[config.mk]
export PLATFORM = sky130hd
export DESIGN_NAME = pipe_ctrl_flat
export DESIGN_NICKNAME = d
export VERILOG_FILES = /design/src/rtl/pipe_ctrl_if.sv /design/src/rtl/pipe_ctrl.sv /design/src/flat_wrapper.sv
export SDC_FILE = /design/constraint.sdc
export NUM_CORES = 1
export LEC_CHECK = 0
export BUFFER_PORTS_ARGS = -buffer_cell sky130_fd_sc_hd__buf_2
export CORE_ASPECT_RATIO = 0.75
export CORE_UTILIZATION = 52
export CTS_CLUSTER_DIAMETER = 200
export DETAILED_ROUTE_END_ITERATION = 7
export PLACE_DENSITY = 0.8
export SLEW_MARGIN = 20
export SYNTH_ARGS = -nofsm -noshare
export SYNTH_HDL_FRONTEND = slang
export SYNTH_SLANG_ARGS = --single-unit
[constraint.sdc]
create_clock -name clk -period 2.7 [get_ports clk]
set_clock_uncertainty 0.1 [all_clocks]
set_input_delay 0.405 -clock clk [delete_from_list [all_inputs] [get_ports clk]]
set_output_delay 0.405 -clock clk [all_outputs]
set_load 0.05 [all_outputs]
[src/rtl/pipe_ctrl_if.sv]
// Control bundle between the pipeline sequencer and the five-stage datapath.
// master = sequencer side, slave = datapath side.
interface pipe_ctrl_if #(
  parameter int unsigned REG_IDX_W  = 5,
  parameter int unsigned DEST_SRC_W = 2,
  parameter int unsigned CNT_W      = 16
);
  logic [REG_IDX_W-1:0]  i_id_rs1;
  logic [REG_IDX_W-1:0]  i_id_rs2;
  logic                  i_id_rs1_used;
  logic                  i_id_rs2_used;
  logic [DEST_SRC_W-1:0] i_ex_dest_src;
  logic [REG_IDX_W-1:0]  i_ex_dest_reg;
  logic                  i_ex_branch_taken;
  logic                  i_me_mem_req;
  logic                  i_dmem_ack;

  logic                  o_pc_adv;
  logic                  o_ifid_adv;
  logic                  o_idex_adv;
  logic                  o_exme_adv;
  logic                  o_mewb_adv;
  logic                  o_ifid_flush;
  logic                  o_idex_flush;
  logic                  o_exme_flush;
  logic                  o_mewb_flush;
  logic                  o_dmem_req;
  logic                  o_mem_err;
  logic [CNT_W-1:0]      o_stall_cnt;
  logic [CNT_W-1:0]      o_flush_cnt;

  modport master (
    input  i_id_rs1, i_id_rs2, i_id_rs1_used, i_id_rs2_used,
           i_ex_dest_src, i_ex_dest_reg, i_ex_branch_taken,
           i_me_mem_req, i_dmem_ack,
    output o_pc_adv, o_ifid_adv, o_idex_adv, o_exme_adv, o_mewb_adv,
           o_ifid_flush, o_idex_flush, o_exme_flush, o_mewb_flush,
           o_dmem_req, o_mem_err, o_stall_cnt, o_flush_cnt
  );

  modport slave (
    output i_id_rs1, i_id_rs2, i_id_rs1_used, i_id_rs2_used,
           i_ex_dest_src, i_ex_dest_reg, i_ex_branch_taken,
           i_me_mem_req, i_dmem_ack,
    input  o_pc_adv, o_ifid_adv, o_idex_adv, o_exme_adv, o_mewb_adv,
           o_ifid_flush, o_idex_flush, o_exme_flush, o_mewb_flush,
           o_dmem_req, o_mem_err, o_stall_cnt, o_flush_cnt
  );
endinterface

[src/rtl/pipe_ctrl.sv]
// Five-stage pipeline sequencer: load-use bubbles, branch squash, memory-wait
// freeze with watchdog, and saturating stall/flush debug counters.
module pipe_ctrl #(
  parameter int unsigned REG_IDX_W    = 5,
  parameter int unsigned DEST_SRC_W   = 2,
  parameter int unsigned DEST_SRC_MEM = 2,
  parameter int unsigned CNT_W        = 16,
  parameter int unsigned MEM_TIMEOUT  = 64
) (
  input  logic        clk,
  input  logic        clr,
  pipe_ctrl_if.master bus
);

  localparam int unsigned WAIT_W = $clog2(MEM_TIMEOUT + 1);
  // Last wait count from which a further miss trips the watchdog.
  localparam logic [WAIT_W-1:0] WAIT_LAST = WAIT_W'(MEM_TIMEOUT - 1);

  typedef enum logic [1:0] {
    S_INIT     = 2'd0,
    S_RUN      = 2'd1,
    S_MEM_WAIT = 2'd2,
    S_HALT     = 2'd3
  } state_e;

  state_e            state_q, state_d;
  logic [WAIT_W-1:0] wait_q, wait_d;
  logic              err_q, err_d;
  logic [CNT_W-1:0]  stall_q, flush_cnt_q;

  logic load_use;
  logic do_adv;
  logic branch_evt;
  logic pc_adv, ifid_adv, idex_adv, exme_adv, mewb_adv;
  logic ifid_flush, idex_flush, exme_flush, mewb_flush;
  logic dmem_req;
  logic stall_evt;

  // EX holds a load whose destination the ID instruction reads.
  assign load_use = (bus.i_ex_dest_src == DEST_SRC_W'(DEST_SRC_MEM)) &&
                    (bus.i_ex_dest_reg != '0) &&
                    ((bus.i_id_rs1_used && (bus.i_id_rs1 == bus.i_ex_dest_reg)) ||
                     (bus.i_id_rs2_used && (bus.i_id_rs2 == bus.i_ex_dest_reg)));

  always_ff @(posedge clk or posedge clr) begin
    if (clr) begin
      state_q     <= S_INIT;
      wait_q      <= '0;
      err_q       <= 1'b0;
      stall_q     <= '0;
      flush_cnt_q <= '0;
    end else begin
      state_q <= state_d;
      wait_q  <= wait_d;
      err_q   <= err_d;
      if (stall_evt && (stall_q != '1)) begin
        stall_q <= stall_q + CNT_W'(1);
      end
      if (branch_evt && (flush_cnt_q != '1)) begin
        flush_cnt_q <= flush_cnt_q + CNT_W'(1);
      end
    end
  end

  always_comb begin
    state_d    = state_q;
    wait_d     = wait_q;
    err_d      = err_q;
    do_adv     = 1'b0;
    branch_evt = 1'b0;
    pc_adv     = 1'b0;
    ifid_adv   = 1'b0;
    idex_adv   = 1'b0;
    exme_adv   = 1'b0;
    mewb_adv   = 1'b0;
    ifid_flush = 1'b0;
    idex_flush = 1'b0;
    exme_flush = 1'b0;
    mewb_flush = 1'b0;
    dmem_req   = 1'b0;

    case (state_q)
      S_INIT: begin
        ifid_flush = 1'b1;
        idex_flush = 1'b1;
        exme_flush = 1'b1;
        mewb_flush = 1'b1;
        state_d    = S_RUN;
      end
      S_RUN: begin
        dmem_req = bus.i_me_mem_req;
        if (bus.i_me_mem_req && !bus.i_dmem_ack) begin
          state_d = S_MEM_WAIT;
          wait_d  = WAIT_W'(1);
        end else begin
          do_adv = 1'b1;
        end
      end
      S_MEM_WAIT: begin
        dmem_req = 1'b1;
        if (bus.i_dmem_ack) begin
          state_d = S_RUN;
          wait_d  = '0;
          do_adv  = 1'b1;
        end else begin
          wait_d = wait_q + WAIT_W'(1);
          if (wait_q >= WAIT_LAST) begin
            state_d = S_HALT;
            err_d   = 1'b1;
          end
        end
      end
      S_HALT: begin
        state_d = S_HALT;
      end
      default: begin
        state_d = S_INIT;
      end
    endcase

    // Advance rules shared by RUN and the MEM_WAIT ack cycle.
    if (do_adv) begin
      if (bus.i_ex_branch_taken) begin
        {pc_adv, ifid_adv, idex_adv, exme_adv, mewb_adv} = 5'b11111;
        ifid_flush = 1'b1;
        idex_flush = 1'b1;
        branch_evt = 1'b1;
      end else if (load_use) begin
        idex_adv   = 1'b1;
        idex_flush = 1'b1;
        exme_adv   = 1'b1;
        mewb_adv   = 1'b1;
      end else begin
        {pc_adv, ifid_adv, idex_adv, exme_adv, mewb_adv} = 5'b11111;
      end
    end
  end

  assign stall_evt = (state_q != S_INIT) && !pc_adv;

  assign bus.o_pc_adv     = pc_adv;
  assign bus.o_ifid_adv   = ifid_adv;
  assign bus.o_idex_adv   = idex_adv;
  assign bus.o_exme_adv   = exme_adv;
  assign bus.o_mewb_adv   = mewb_adv;
  assign bus.o_ifid_flush = ifid_flush;
  assign bus.o_idex_flush = idex_flush;
  assign bus.o_exme_flush = exme_flush;
  assign bus.o_mewb_flush = mewb_flush;
  assign bus.o_dmem_req   = dmem_req;
  assign bus.o_mem_err    = err_q;
  assign bus.o_stall_cnt  = stall_q;
  assign bus.o_flush_cnt  = flush_cnt_q;

endmodule

[src/flat_wrapper.sv]
// flat-port wrapper written by rule: the top's interface ports become plain ports
module pipe_ctrl_flat 
#(
  parameter int unsigned REG_IDX_W    = 5,
  parameter int unsigned DEST_SRC_W   = 2,
  parameter int unsigned DEST_SRC_MEM = 2,
  parameter int unsigned CNT_W        = 16,
  parameter int unsigned MEM_TIMEOUT  = 64
)
  (clk, clr, bus_i_id_rs1, bus_i_id_rs2, bus_i_id_rs1_used, bus_i_id_rs2_used, bus_i_ex_dest_src, bus_i_ex_dest_reg, bus_i_ex_branch_taken, bus_i_me_mem_req, bus_i_dmem_ack, bus_o_pc_adv, bus_o_ifid_adv, bus_o_idex_adv, bus_o_exme_adv, bus_o_mewb_adv, bus_o_ifid_flush, bus_o_idex_flush, bus_o_exme_flush, bus_o_mewb_flush, bus_o_dmem_req, bus_o_mem_err, bus_o_stall_cnt, bus_o_flush_cnt);
  pipe_ctrl_if #(.REG_IDX_W(REG_IDX_W), .DEST_SRC_W(DEST_SRC_W), .CNT_W(CNT_W)) bus_i ();
  input  logic clk;
  input  logic clr;
  input wire logic [$bits(bus_i.i_id_rs1)-1:0] bus_i_id_rs1;
  input wire logic [$bits(bus_i.i_id_rs2)-1:0] bus_i_id_rs2;
  input wire logic [$bits(bus_i.i_id_rs1_used)-1:0] bus_i_id_rs1_used;
  input wire logic [$bits(bus_i.i_id_rs2_used)-1:0] bus_i_id_rs2_used;
  input wire logic [$bits(bus_i.i_ex_dest_src)-1:0] bus_i_ex_dest_src;
  input wire logic [$bits(bus_i.i_ex_dest_reg)-1:0] bus_i_ex_dest_reg;
  input wire logic [$bits(bus_i.i_ex_branch_taken)-1:0] bus_i_ex_branch_taken;
  input wire logic [$bits(bus_i.i_me_mem_req)-1:0] bus_i_me_mem_req;
  input wire logic [$bits(bus_i.i_dmem_ack)-1:0] bus_i_dmem_ack;
  output wire logic [$bits(bus_i.o_pc_adv)-1:0] bus_o_pc_adv;
  output wire logic [$bits(bus_i.o_ifid_adv)-1:0] bus_o_ifid_adv;
  output wire logic [$bits(bus_i.o_idex_adv)-1:0] bus_o_idex_adv;
  output wire logic [$bits(bus_i.o_exme_adv)-1:0] bus_o_exme_adv;
  output wire logic [$bits(bus_i.o_mewb_adv)-1:0] bus_o_mewb_adv;
  output wire logic [$bits(bus_i.o_ifid_flush)-1:0] bus_o_ifid_flush;
  output wire logic [$bits(bus_i.o_idex_flush)-1:0] bus_o_idex_flush;
  output wire logic [$bits(bus_i.o_exme_flush)-1:0] bus_o_exme_flush;
  output wire logic [$bits(bus_i.o_mewb_flush)-1:0] bus_o_mewb_flush;
  output wire logic [$bits(bus_i.o_dmem_req)-1:0] bus_o_dmem_req;
  output wire logic [$bits(bus_i.o_mem_err)-1:0] bus_o_mem_err;
  output wire logic [$bits(bus_i.o_stall_cnt)-1:0] bus_o_stall_cnt;
  output wire logic [$bits(bus_i.o_flush_cnt)-1:0] bus_o_flush_cnt;
  assign bus_i.i_id_rs1 = bus_i_id_rs1;
  assign bus_i.i_id_rs2 = bus_i_id_rs2;
  assign bus_i.i_id_rs1_used = bus_i_id_rs1_used;
  assign bus_i.i_id_rs2_used = bus_i_id_rs2_used;
  assign bus_i.i_ex_dest_src = bus_i_ex_dest_src;
  assign bus_i.i_ex_dest_reg = bus_i_ex_dest_reg;
  assign bus_i.i_ex_branch_taken = bus_i_ex_branch_taken;
  assign bus_i.i_me_mem_req = bus_i_me_mem_req;
  assign bus_i.i_dmem_ack = bus_i_dmem_ack;
  assign bus_o_pc_adv = bus_i.o_pc_adv;
  assign bus_o_ifid_adv = bus_i.o_ifid_adv;
  assign bus_o_idex_adv = bus_i.o_idex_adv;
  assign bus_o_exme_adv = bus_i.o_exme_adv;
  assign bus_o_mewb_adv = bus_i.o_mewb_adv;
  assign bus_o_ifid_flush = bus_i.o_ifid_flush;
  assign bus_o_idex_flush = bus_i.o_idex_flush;
  assign bus_o_exme_flush = bus_i.o_exme_flush;
  assign bus_o_mewb_flush = bus_i.o_mewb_flush;
  assign bus_o_dmem_req = bus_i.o_dmem_req;
  assign bus_o_mem_err = bus_i.o_mem_err;
  assign bus_o_stall_cnt = bus_i.o_stall_cnt;
  assign bus_o_flush_cnt = bus_i.o_flush_cnt;
  pipe_ctrl #(.REG_IDX_W(REG_IDX_W), .DEST_SRC_W(DEST_SRC_W), .DEST_SRC_MEM(DEST_SRC_MEM), .CNT_W(CNT_W), .MEM_TIMEOUT(MEM_TIMEOUT)) u_core (.clk(clk), .clr(clr), .bus(bus_i));
endmodule
## Yosys cells after proc, flatten, opt, wreduce, memory -nomap -nowiden

Cells that the tools add are included.

- Input port bits: 24
- Output and inout port bits: 43
- Bits in registers: 42

- $lt $le $gt $ge: 1
- Equal/unequal tests: 10
- Bitwise gates (word level): 1
- Reductions and logical operators: 18
- Add/subtract/negate cells: 3
- Multiplexer cells: 23

Operators by type and width:

| cell | count |
|---|---|
| 16-bit by 1-bit adder with 16-bit output, second input constant | 2 |
| 16-bit inequality test, second input constant | 2 |
| 1-bit 2-to-1 mux | 14 |
| 7-bit 2-to-1 mux | 2 |
| 7-bit one-hot mux with 2 select lines | 1 |
| 5-bit equality test | 2 |
| 1-bit logical AND | 8 |
| 2-bit one-hot mux with 4 select lines | 1 |
| 7-bit by 1-bit adder with 7-bit output, second input constant | 1 |
| 7-bit by 6-bit greater-or-equal comparator with 1-bit output, second input constant | 1 |
| 2-bit equality test, second input constant | 3 |
| 2-bit 2-to-1 mux | 3 |
| 5-bit nonzero test | 1 |
| 1-bit one-hot mux with 2 select lines | 2 |
| 2-bit AND reduction | 2 |
| 2-bit nonzero test | 2 |
| 3-bit by 2-bit inequality test with 1-bit output, second input constant | 1 |
| 3-bit AND reduction | 1 |
| 2-bit by 1-bit equality test with 1-bit output, second input constant | 1 |
| 1-bit logical NOT | 2 |
| 2-bit logical NOT | 1 |
| 2-bit by 1-bit inequality test with 1-bit output, second input constant | 1 |
| 1-bit logical OR | 1 |
| 1-bit NOT | 1 |

## Longest topological paths before layout

- Depth after elaboration: 10
- Gate-level depth with buffers: 8

## Worst setup path after synthesis

OpenSTA, ideal clock, no wires.

- Path kind: reg-to-output
- Start point: register u_core.state_q[1]
- End point: output bus_o_pc_adv
- Path slack: -0.885 ns
- Arrival: 3.080 ns
- Data required time: 2.195 ns
- Buffers on the path: 2
- Stages on the path, launching flop included: 9
- Cell sequence: dfrtp_1 -> inv_1 -> ha_1 -> o21ai_0 -> a21boi_1 -> clkbuf_1 -> inv_1 -> nor2_1 -> buf_4

- Cells in the longest elaborated chain, start to end: 3
- Elaborated cells on any way between the ends: 4
- Those cells by class: eq/ne: 2; mux: 2

RTL lines:

| element | line | source |
|---|---|---|
| start, declared | pipe_ctrl.sv:26 | `state_e state_q, state_d;` |
| start signal, assigned | pipe_ctrl.sv:53 | `state_q <= state_d;` |
| 2-bit equality test / 2-bit by 1-bit equality test with 1-bit output (equally long branches) | pipe_ctrl.sv:82 | `case (state_q)` |
| 1-bit one-hot mux with 2 select lines * | pipe_ctrl.sv:82 |  |
| 1-bit 2-to-1 mux * | n/a |  |
| end, declared | flat_wrapper.sv:23 | `output wire logic [$bits(bus_i.o_pc_adv)-1:0] bus_o_pc_adv;` |

Mark *: on every way between the ends. The rest lies on a longest branch, timed or not.

## Final worst setup path

- Start point: input bus_i_ex_dest_reg[1]
- End point: output bus_o_ifid_adv

- Cells in the longest elaborated chain, start to end: 7
- Elaborated cells on any way between the ends: 11
- Those cells by class: eq/ne: 2; mux: 3; reduce/logical: 6

RTL lines:

| element | line | source |
|---|---|---|
| start, declared | flat_wrapper.sv:19 | `input wire logic [$bits(bus_i.i_ex_dest_reg)-1:0] bus_i_ex_dest_reg;` |
| 5-bit equality test, on equally long branches | pipe_ctrl.sv:42, pipe_ctrl.sv:43 |  |
| 1-bit logical AND, on equally long branches | pipe_ctrl.sv:42, pipe_ctrl.sv:43 |  |
| 1-bit logical OR | pipe_ctrl.sv:42 | `((bus.i_id_rs1_used && (bus.i_id_rs1 == bus.i_ex_dest_reg)) \|\|` |
| 1-bit logical AND * | pipe_ctrl.sv:41 | `(bus.i_ex_dest_reg != '0) &&` |
| 1-bit 2-to-1 mux * | pipe_ctrl.sv:128 | `end else if (load_use) begin` |
| 1-bit 2-to-1 mux * | pipe_ctrl.sv:123 | `if (bus.i_ex_branch_taken) begin` |
| 1-bit 2-to-1 mux * | pipe_ctrl.sv:122 | `if (do_adv) begin` |
| end, declared | flat_wrapper.sv:24 | `output wire logic [$bits(bus_i.o_ifid_adv)-1:0] bus_o_ifid_adv;` |

Marks and branches as above.

==> impl_metrics.csv <==
group,metric,value,unit
run,max_cap_viol_count,0,
hold_path,hp-class,"primary input to asynchronous set/reset pin",
logic_synthesis,syn-cell-area,0.002410,mm2
drt,routed_wl,5044,um
drt,first_iter_violations,94,
die,pin_count,67,
clocking,ctsLongestPathBuffers,2,
logic_synthesis,synthTopCellsByArea,"dfrtp_1 (44%), xor2_1 (9.8%), xnor2_1 (4.7%)",
sta,relSlewSlack,0.5915,
global_routing,grt_pass1_wl,8086,um
logic_synthesis,synth_edf_count,0,
logic_synthesis,ys.flop_type,"dfrtp_1",
drt,dr.pass1.iters,4,
logic_synthesis,netlist_instances,237,
sta,grt_setup_unrepaired,"false",
global_routing,grt_overflow,0,
drt,postRouteAntennaNets,0,
global_routing,grt_max_degree,43,
logic_synthesis,synth.most_common_cell,"dfrtp_1",
die,start_util,0.5395,
clocking,cts.sinks,42,
cells_and_area,num_antenna_cells,0,
cells_and_area,seq_area,0.001051,mm2
cells_and_area,layout-area-overhead-vs-synth,23.78,%
pwr,p_per_area,1167,mW/mm2
logic_synthesis,synth_top_area_share,0.4361,
setup_path,cpPeakStageDelay,0.60,ns
die,row_count,21,
drt,vias,2016,
global_routing,grt_pass1_vias,1851,
logic_synthesis,avgSynthCellArea,10.17,um2
setup_path,cp.required,2.19,ns
sta,finalCritPeriodShare,0.9560,
setup_path,endpoint_kind,"primary output",
global_routing,antenna_found_initial,0,
setup_path,cp.arrival,2.08,ns
cells_and_area,fillers,353,
sta,post-route-min-period,2.581,ns
logic_synthesis,synth_async_sr_flop_share,1.000,
cells_and_area,finalNetCount,338,
sta,fmax,0.3874,GHz
pwr,p_leak,1.394,nW
placed_design,hpwl,3755,um
clocking,cts_tree,"built",
die,fp.dieW,80.61,um
placed_design,gp_congestion,0.7894,
logic_synthesis,ys_ff_latch,42,
sta,setup_tns,0,ns
cells_and_area,fin_cells,365,
clocking,cts-root-buf,"clkbuf_8",
setup_path,path_cells,"buf_2 > xor2_1 > nor4_2 > nand3_1 > a2111o_4 > nor2_2 > nor2_4 > buf_2",
sta,hold_violations,0,
cells_and_area,drive_gt1_frac,0.3377,
logic_synthesis,ys_warn_count,0,
clocking,clk_latency,0.30,ns
clocking,cts_buffers,5,
cells_and_area,multiInputGateArea,0.001267,mm2
sta,worst_pin_slew,0.5973,ns
clocking,ctsHtreeMaxLevel,2,
sta,finalMaxSlewViolations,0,
setup_path,critPathMostFrequentCell,"buf_2",
drt,route.detailed.drc,0,
setup_path,crit_type,"primary input to primary output",
sta,setup_viol,0,
placed_design,io_buffers,66,
drt,vias_per_cell,5.523,
drt,routedWlPerCell,13.82,um
setup_path,cp_slowest_cell,"a2111o_4",
global_routing,grtUsageTotal,0.2206,
logic_synthesis,ys_top_cells_by_count,"dfrtp_1 (42), xor2_1 (27), nand2_1 (19)",
pwr,ir_drop,0.8321,mV
die,core,0.004467,mm2
setup_path,crit_fanout,7,
logic_synthesis,synthDistinctLibCells,39,
logic_synthesis,yosysSeqAreaShare,0.4361,
logic_synthesis,synth_top_cell_by_area,"dfrtp_1",
logic_synthesis,synth_nets,268,
clocking,holdBufCountCts,0,
clocking,clkTransAtPathRegs,0.08,ns
die,dieArea,0.004913,mm2
die,die_y,60.96,um
placed_design,dp_cells,356,
setup_path,startpoint_type,"primary input",
status,status,"finished clean",
-- metal layers --
metal / global-route usage / vias to the layer above / part of all wire
met4: 0.09439 / 0 / 0.015
met1: 0.2663 / 988 / 0.46
met3: 0.05113 / 7 / 0.042
met2: 0.3850 / 50 / 0.48
met5: 0 / - / 0
li1: - / 971 / -
-- cells by family after synthesis --
logic type,Yosys count,share of synthesized area
buf+inv,23,0.04569
flops,42,0.4361
simple gates,82,0.1745
fa+ha+maj,7,0.03634
xor+xnor,40,0.1454
mux,3,0.01402
compound gates,40,0.1480
-- through the flow --
| step | utilization | area, um2 | hold slack [ns] | power, W | worst slack, ns |
|---|---|---|---|---|---|
| CTS | 0.6650 | 2970 | 0.1426 | 0.003480 | 0.05757 |
| floorplan | - | 2426 | 0.3702 | 0.002446 | 0.03169 |
| detailed placement | 0.6331 | 2828 | 0.3768 | 0.002856 | 0.05829 |
| finish | 0.6678 | 2983 | 0.1247 | 0.003480 | 0.1188 |
| global placement | 0.6331 | 2828 | 0.3693 | 0.002812 | 0.1192 |
| global route | 0.6678 | 2983 | 0.1746 | 0.003667 | 0.01448 |
-- worst paths after layout --
kind	end	startpoint	cells after the start	slack, ns
max in group asynchronous	u_core.bus.o_flush_cnt[1]	clr	3	2.01
max	bus_o_ifid_adv	bus_i_ex_dest_reg[1]	8	0.12
max reg2reg	u_core.bus.o_stall_cnt[15]	u_core.state_q[1]	9	0.17
min	u_core.bus.o_flush_cnt[12]	clr	3	0.12
min in group clk	u_core.bus.o_flush_cnt[2]	bus_i_ex_branch_taken	3	0.37
min reg2reg	u_core.bus.o_flush_cnt[7]	u_core.bus.o_flush_cnt[7]	1	0.39
-- repair_timing --
action / in CTS / in global routing
setup buffers: 0 / 1
resized for setup: 0 / 2
setup endpoints to repair: 0 / 3
-- critical path: cells and delay by family --
family,cells,cell delay [ns]
XOR/XNOR,1,0.16
buffers and inverters,2,0.32
AND/OR/NAND/NOR,4,0.59
AO/OA/AOI/OAI,1,0.60
-- sequential cells by signal (all words and copies together), names as in the netlist --
| register | count |
|---|---|
| u_core.bus.o_stall_cnt | 16 |
| u_core.state_q | 2 |
| u_core.bus.o_flush_cnt | 16 |
| u_core.bus.o_mem_err | 1 |
| u_core.wait_q | 7 |
-- report_power, final --
part           switching (W)  internal [W]
clock               0.000225      0.000394
sequential          0.000213      0.000808
combinational        0.00133      0.000515
-- layout by cell type, fill, tap and decap left out, drive strengths merged, types with 8 or more instances in the layout --
cell and n:
o21ai 10, nand4 8, nand2 19, a211oi 12
buf 73, nor2 16, nand3 18, dfrtp 42
inv 12, xnor2 13, xor2 27
-- cell type report --
| class | count | area share |
|---|---|---|
| timing repair buffer | 74 | 0.1359 |
| clock inverter | 2 | 0.02013 |
| tap | 57 | 0.02391 |
| multi-input combinational | 172 | 0.4249 |
| sequential | 42 | 0.3523 |
| clock buffer | 6 | 0.02768 |
| inverter | 12 | 0.01510 |
Power figures use the tool's default switching activity.
